**src/rtl/cia_access_sched.sv**
```systemverilog
// Arbitrates the single CIA register port between the CPU (priority) and a host requester.
// Optional macro CIA_SCHED_TIMEOUT_EN bounds the host wait to TIMEOUT Phi2 cycles.
module cia_access_sched #(
    parameter int TIMEOUT = 255
) (
    input  logic       clk,
    input  logic       res_n,
    input  logic       phi2_p,
    input  logic       phi2_n,
    input  logic       cpu_cs_n,
    input  logic       cpu_rw,
    input  logic [3:0] cpu_rs,
    input  logic [7:0] cpu_db,
    output logic       cpu_conflict,
    input  logic       host_req,
    input  logic       host_we,
    input  logic [3:0] host_rs,
    input  logic [7:0] host_wdata,
    output logic       host_ack,
    output logic       host_err,
    output logic [7:0] host_rdata,
    output logic       cia_cs_n,
    output logic       cia_rw,
    output logic [3:0] cia_rs,
    output logic [7:0] cia_db_in,
    input  logic [7:0] cia_db_out
);

    typedef enum logic [1:0] {
        IDLE = 2'd0,
        PEND = 2'd1,
        OWN  = 2'd2,
        DONE = 2'd3
    } state_t;

    state_t      state_r;
    state_t      next_state_s;
    logic        lat_we_r;
    logic [3:0]  lat_rs_r;
    logic [7:0]  lat_wdata_r;
    logic        ack_r;
    logic        err_r;
    logic        conflict_r;
    logic [7:0]  rdata_r;
    logic        tmo_hit_s;
    logic        own_s;

`ifdef CIA_SCHED_TIMEOUT_EN
    localparam logic [8:0] TMO_LIM = 9'(TIMEOUT);
    logic [7:0] tmo_cnt_r;

    // Counts CPU-held Phi2 slots while waiting; zero whenever not pending.
    always_ff @(posedge clk) begin
        if (!res_n) begin
            tmo_cnt_r <= 8'd0;
        end else if (state_r != PEND) begin
            tmo_cnt_r <= 8'd0;
        end else if (phi2_p) begin
            tmo_cnt_r <= tmo_cnt_r + 8'd1;
        end
    end
`endif

    // State register.
    always_ff @(posedge clk) begin
        if (!res_n) begin
            state_r <= IDLE;
        end else begin
            state_r <= next_state_s;
        end
    end

    // Next-state logic; acceptance is held off during the ack clock.
    always_comb begin
        next_state_s = state_r;
        tmo_hit_s    = 1'b0;
        case (state_r)
            IDLE: begin
                if (host_req && !ack_r) begin
                    next_state_s = PEND;
                end else begin
                    next_state_s = IDLE;
                end
            end
            PEND: begin
                if (phi2_p && cpu_cs_n) begin
                    next_state_s = OWN;
`ifdef CIA_SCHED_TIMEOUT_EN
                end else if (phi2_p && (({1'b0, tmo_cnt_r} + 9'd1) == TMO_LIM)) begin
                    next_state_s = IDLE;
                    tmo_hit_s    = 1'b1;
`endif
                end else begin
                    next_state_s = PEND;
                end
            end
            OWN: begin
                if (phi2_n) begin
                    next_state_s = DONE;
                end else begin
                    next_state_s = OWN;
                end
            end
            DONE:    next_state_s = IDLE;
            default: next_state_s = IDLE;
        endcase
    end

    // CIA port mux; reset returns the port to the CPU without waiting for an edge.
    always_comb begin
        own_s = (state_r == OWN) && res_n;
        if (own_s) begin
            cia_cs_n  = 1'b0;
            cia_rw    = ~lat_we_r;
            cia_rs    = lat_rs_r;
            cia_db_in = lat_wdata_r;
        end else begin
            cia_cs_n  = cpu_cs_n;
            cia_rw    = cpu_rw;
            cia_rs    = cpu_rs;
            cia_db_in = cpu_db;
        end
    end

    // Host request latch, read capture and single-clock status pulses.
    always_ff @(posedge clk) begin
        if (!res_n) begin
            lat_we_r    <= 1'b0;
            lat_rs_r    <= 4'd0;
            lat_wdata_r <= 8'd0;
            ack_r       <= 1'b0;
            err_r       <= 1'b0;
            conflict_r  <= 1'b0;
            rdata_r     <= 8'h00;
        end else begin
            ack_r      <= (state_r == DONE) || tmo_hit_s;
            err_r      <= tmo_hit_s;
            conflict_r <= (state_r == OWN) && phi2_n && !cpu_cs_n;
            if ((state_r == IDLE) && (next_state_s == PEND)) begin
                lat_we_r    <= host_we;
                lat_rs_r    <= host_rs;
                lat_wdata_r <= host_wdata;
            end
            if ((state_r == DONE) && !lat_we_r) begin
                rdata_r <= cia_db_out;
            end
        end
    end

    assign host_ack     = ack_r;
    assign host_err     = err_r;
    assign cpu_conflict = conflict_r;
    assign host_rdata   = rdata_r;

endmodule

```
**config.mk**
```make
export PLATFORM = sky130hd
export DESIGN_NAME = cia_access_sched
export DESIGN_NICKNAME = d
export VERILOG_FILES = /design/src/rtl/cia_access_sched.sv
export SDC_FILE = /design/constraint.sdc
export NUM_CORES = 1
export LEC_CHECK = 0
export BUFFER_PORTS_ARGS = -buffer_cell sky130_fd_sc_hd__buf_2
export CAP_MARGIN = 15
export CELL_PAD_IN_SITES_DETAIL_PLACEMENT = 2
export CELL_PAD_IN_SITES_GLOBAL_PLACEMENT = 2
export CORE_MARGIN = 2
export CORE_UTILIZATION = 24
export DETAILED_ROUTE_END_ITERATION = 6
export GPL_TIMING_DRIVEN = 1
export PLACE_DENSITY_LB_ADDON = 0.15
export SETUP_SLACK_MARGIN = 0.2
export SYNTH_ARGS = -nofsm -noshare
export SYNTH_HDL_FRONTEND = slang
export SYNTH_SLANG_ARGS = --single-unit
```
**constraint.sdc**
```tcl
create_clock -name clk -period 1.5 [get_ports clk]
set_input_delay 0.15 -clock clk [delete_from_list [all_inputs] [get_ports clk]]
set_output_delay 0.15 -clock clk [all_outputs]
set_load 0.005 [all_outputs]
```
==> flow_summary_export.csv <==
group,metric,value,unit
run_status,status,"finished, violations left",
run_status,violations,"negative setup slack",
route,via_per_inst,4.589,
die,initial_core_util,0.2459,
power_and_ir_drop,p_leak,0.9424,nW
yosys,async_flop_share,0,
yosys,yosysSeqAreaShare,0.4367,
die,die_y,73.11,um
power_and_ir_drop,ir_drop,0.4244,mV
cells_and_area,nNetsFinal,233,
yosys,synth_largest_area_cell,"dfxtp_1",
global_route,grt_use_total,0.1497,
cts,cts-root-buf,"clkbuf_8",
yosys,synth_area_per_cell,9.796,um^2
critical_path,rr_endpoint,"lat_wdata_r[7]",
die,die-area,0.005344,mm^2
cts,cts_buffers,3,
timing,setup_viol,8,
cts,clk-insertion-delay-late,270,ps
flow_run,max-cap-violations,0,
route,first_pass_iters,2,
cts,clk_transition_reported_paths,90,ps
timing,rsz0062_at_grt,"yes",
timing,fin_worst_skew,4.229,ps
yosys,synth_cell_types,27,
critical_path,r2r-start,"state_r[0]",
hold_path,hold_start,"cpu_cs_n",
yosys,yosys-top-cells-area,"dfxtp_1 (44%), mux2_2 (12%), nand2_1 (8.8%)",
die,core_area,0.004661,mm^2
timing,worst_slack,-16.62,ps
cts,h-tree-depth,1,
cts,cts_buffer_depth,2,
yosys,yosys_most_used_dff,"dfxtp_1",
die,rows,25,
yosys,yosysTopAreaCellShare,0.4367,
global_route,grt_max_degree,25,
critical_path,cp_max_fo,5,
critical_path,cp.arrival,1370,ps
timing,slew_violations,0,
cells_and_area,fill_cells,524,
route,drt-initial-drc-count,30,
timing,hold_ws,102.1,ps
route,drc,0,
critical_path,critPathRequiredTime,1350,ps
cells_and_area,final_layout_size_suffix_gt1_frac,0.6302,
cts,tritoncts,"built",
critical_path,reg2reg_depth,4,
hold_path,holdCritPathClass,"primary input to register",
global_route,grt_pass1_vias,1239,
cells_and_area,syn_to_final_growth,62.45,%
global_route,antenna_found_initial,0,
timing,max_freq,659.4,MHz
cells_and_area,final_cells,246,
critical_path,crit_path_end_kind,"output pin",
placed_design,place_area,0.001541,mm^2
die,ios,65,
timing,hold_viol,0,
cells_and_area,multi_input_area,710.7,um^2
yosys,ys_seq_elements,25,
timing,timing.final.crit_period,1517,ps
route,drt-total-wl,3891,um
route,dr_total_vias,1129,
critical_path,path_cells,"nand3b_4 -> buf_8 -> mux2_4 -> buf_6",
critical_path,ff2ff_setup_slack,110,ps
yosys,netlist_area,0.001146,mm^2
global_route,overflow,0,
hold_path,whs_endpoint,"cpu_conflict",
yosys,yosysWarnings,0,
placed_design,dp.cells,235,
placed_design,gp_congestion,0.7601,
placed_design,post-dp-hpwl,2690,um
placed_design,port_buffers,63,
die,chipWidth,73.11,um
power_and_ir_drop,p_per_area,776.2,mW/mm^2
yosys,synthCells,117,
timing,fin_tns_setup,-58.95,ps
yosys,synth_edf_count,0,
critical_path,path_class,"register to output pin",
hold_path,hold_depth,2,
cts,cts.sinks,25,
cells_and_area,diodes,0,
critical_path,worst_setup_path_start_kind,"register",
critical_path,crit_path_max_incr_delay,330,ps
cells_and_area,seq_area,503.0,um^2
global_route,grt_pass1_wl,6044,um
critical_path,cpMaxStageDelayCell,"dfxtp_2",
cells_and_area,design_area,0.001862,mm^2
cts,ctsHoldBuffers,0,
route,wl_per_cell,15.82,um
timing,period_share,1.011,
yosys,synth_fp_nets,157,
power_and_ir_drop,power,1.445,mW
route,postRouteAntennaNets,0,
report_power, final:
part / internal, mW / switching [mW] / total (mW)
Clock: 0.190 / 0.216 / 0.406
Combinational: 0.188 / 0.138 / 0.326
Sequential: 0.694 / 0.0195 / 0.714
Total: 1.07 / 0.373 / 1.45
sequential cells by signal (all words and copies together) (netlist names):
name          cells
state_r           2
cpu_conflict      1
lat_we_r          1
lat_rs_r          4
host_rdata        8
host_ack          1
lat_wdata_r       8
layer usage:
| metal | part of all wire | GRT usage | routed length [um] | vias up |
|---|---|---|---|---|
| met5 | 0 | 0 | 0 | - |
| met4 | 0.0059 | 0.03086 | 23 | 0 |
| met3 | 0.064 | 0.04006 | 248 | 2 |
| met2 | 0.53 | 0.2813 | 2059 | 36 |
| met1 | 0.40 | 0.1669 | 1558 | 544 |
| li1 | - | - | - | 547 |
critical path, delay by kind of cell (launching register included):
kind | cells | cell delay (ps)
buf+inv | 2 | 280
flops | 1 | 330
mux | 1 | 300
simple gates | 1 | 190
timing repair:
item,in CTS,in global routing
gates cloned,2,0
pin swaps,16,10
buffers inserted,2,3
gates resized for setup,37,27
setup endpoints to repair,20,36
final cells by class:
class                      count  area share
multi-input combinational     84      0.3817
inverter                       1    0.002016
clock buffer                   4     0.02419
timing repair buffer          78      0.2856
sequential                    25      0.2702
tap                           54     0.03629
worst max-delay path by stage:
stage / slack [ps] / start / endpoint / cells after the start
after floorplan: 190 / state_r[0] / cia_db_in[4] / 3
after global placement: 240 / state_r[1] / lat_rs_r[2] / 3
after detailed placement: 180 / state_r[0] / cia_db_in[2] / 4
after CTS: -10 / state_r[0] / cia_db_in[2] / 4
after global routing: -70 / state_r[0] / cia_db_in[3] / 4
final: -20 / state_r[0] / cia_db_in[3] / 4
logic make-up (layout without fill, tap and decap cells):
logic type	Yosys count	count (layout)	synth area share
simple gates	46	46	0.2194
flops	25	25	0.4367
mux	20	20	0.1878
compound gates	17	17	0.1081
buf+inv	8	83	0.04476
other cells	1	1	0.003272
synthesized netlist by cell type (all sizes together), types with 2 or more instances:
| cell | number |
|---|---|
| clkbuf | 2 |
| mux2i | 8 |
| mux2 | 12 |
| nand3b | 2 |
| dfxtp | 25 |
| a21boi | 14 |
| nand2 | 27 |
| nor2b | 8 |
| buf | 5 |
through the flow:
step | setup slack [ps] | utilization
finish | -16.62 | 0.3995
global route | -66.83 | 0.3995
CTS | -11.01 | 0.3713
detailed placement | 182.6 | 0.3307
global placement | 236.7 | 0.3307
floorplan | 193.8 | -
layout by cell type (no fill, tap or decap):
cell       n
a21oi_1    1
nand3b_4   1
buf_6     17
a21boi_2   3
nand2b_1   1
dfxtp_1   23
o31a_1     1
and2_4     1
dfxtp_2    2
nand2_4    2
or4b_4     1
o21ai_2    1
a21boi_0   1
buf_2     53
buf_8      2
nor4b_4    1
nand2_1   10
conb_1     1
mux2_2     3
a21boi_1  10
nor2b_1    8
nand2_2   15
clkbuf_8   3
buf_4      6
inv_1      1
or2b_1     1
clkbuf_1   1
and3_1     1
mux2i_2    1
nand4b_1   1
nor2_1     1
mux2i_1    7
nand3b_1   1
mux2_4     9
nor3_1     1
No activity file was read; power rests on OpenSTA's default activity.
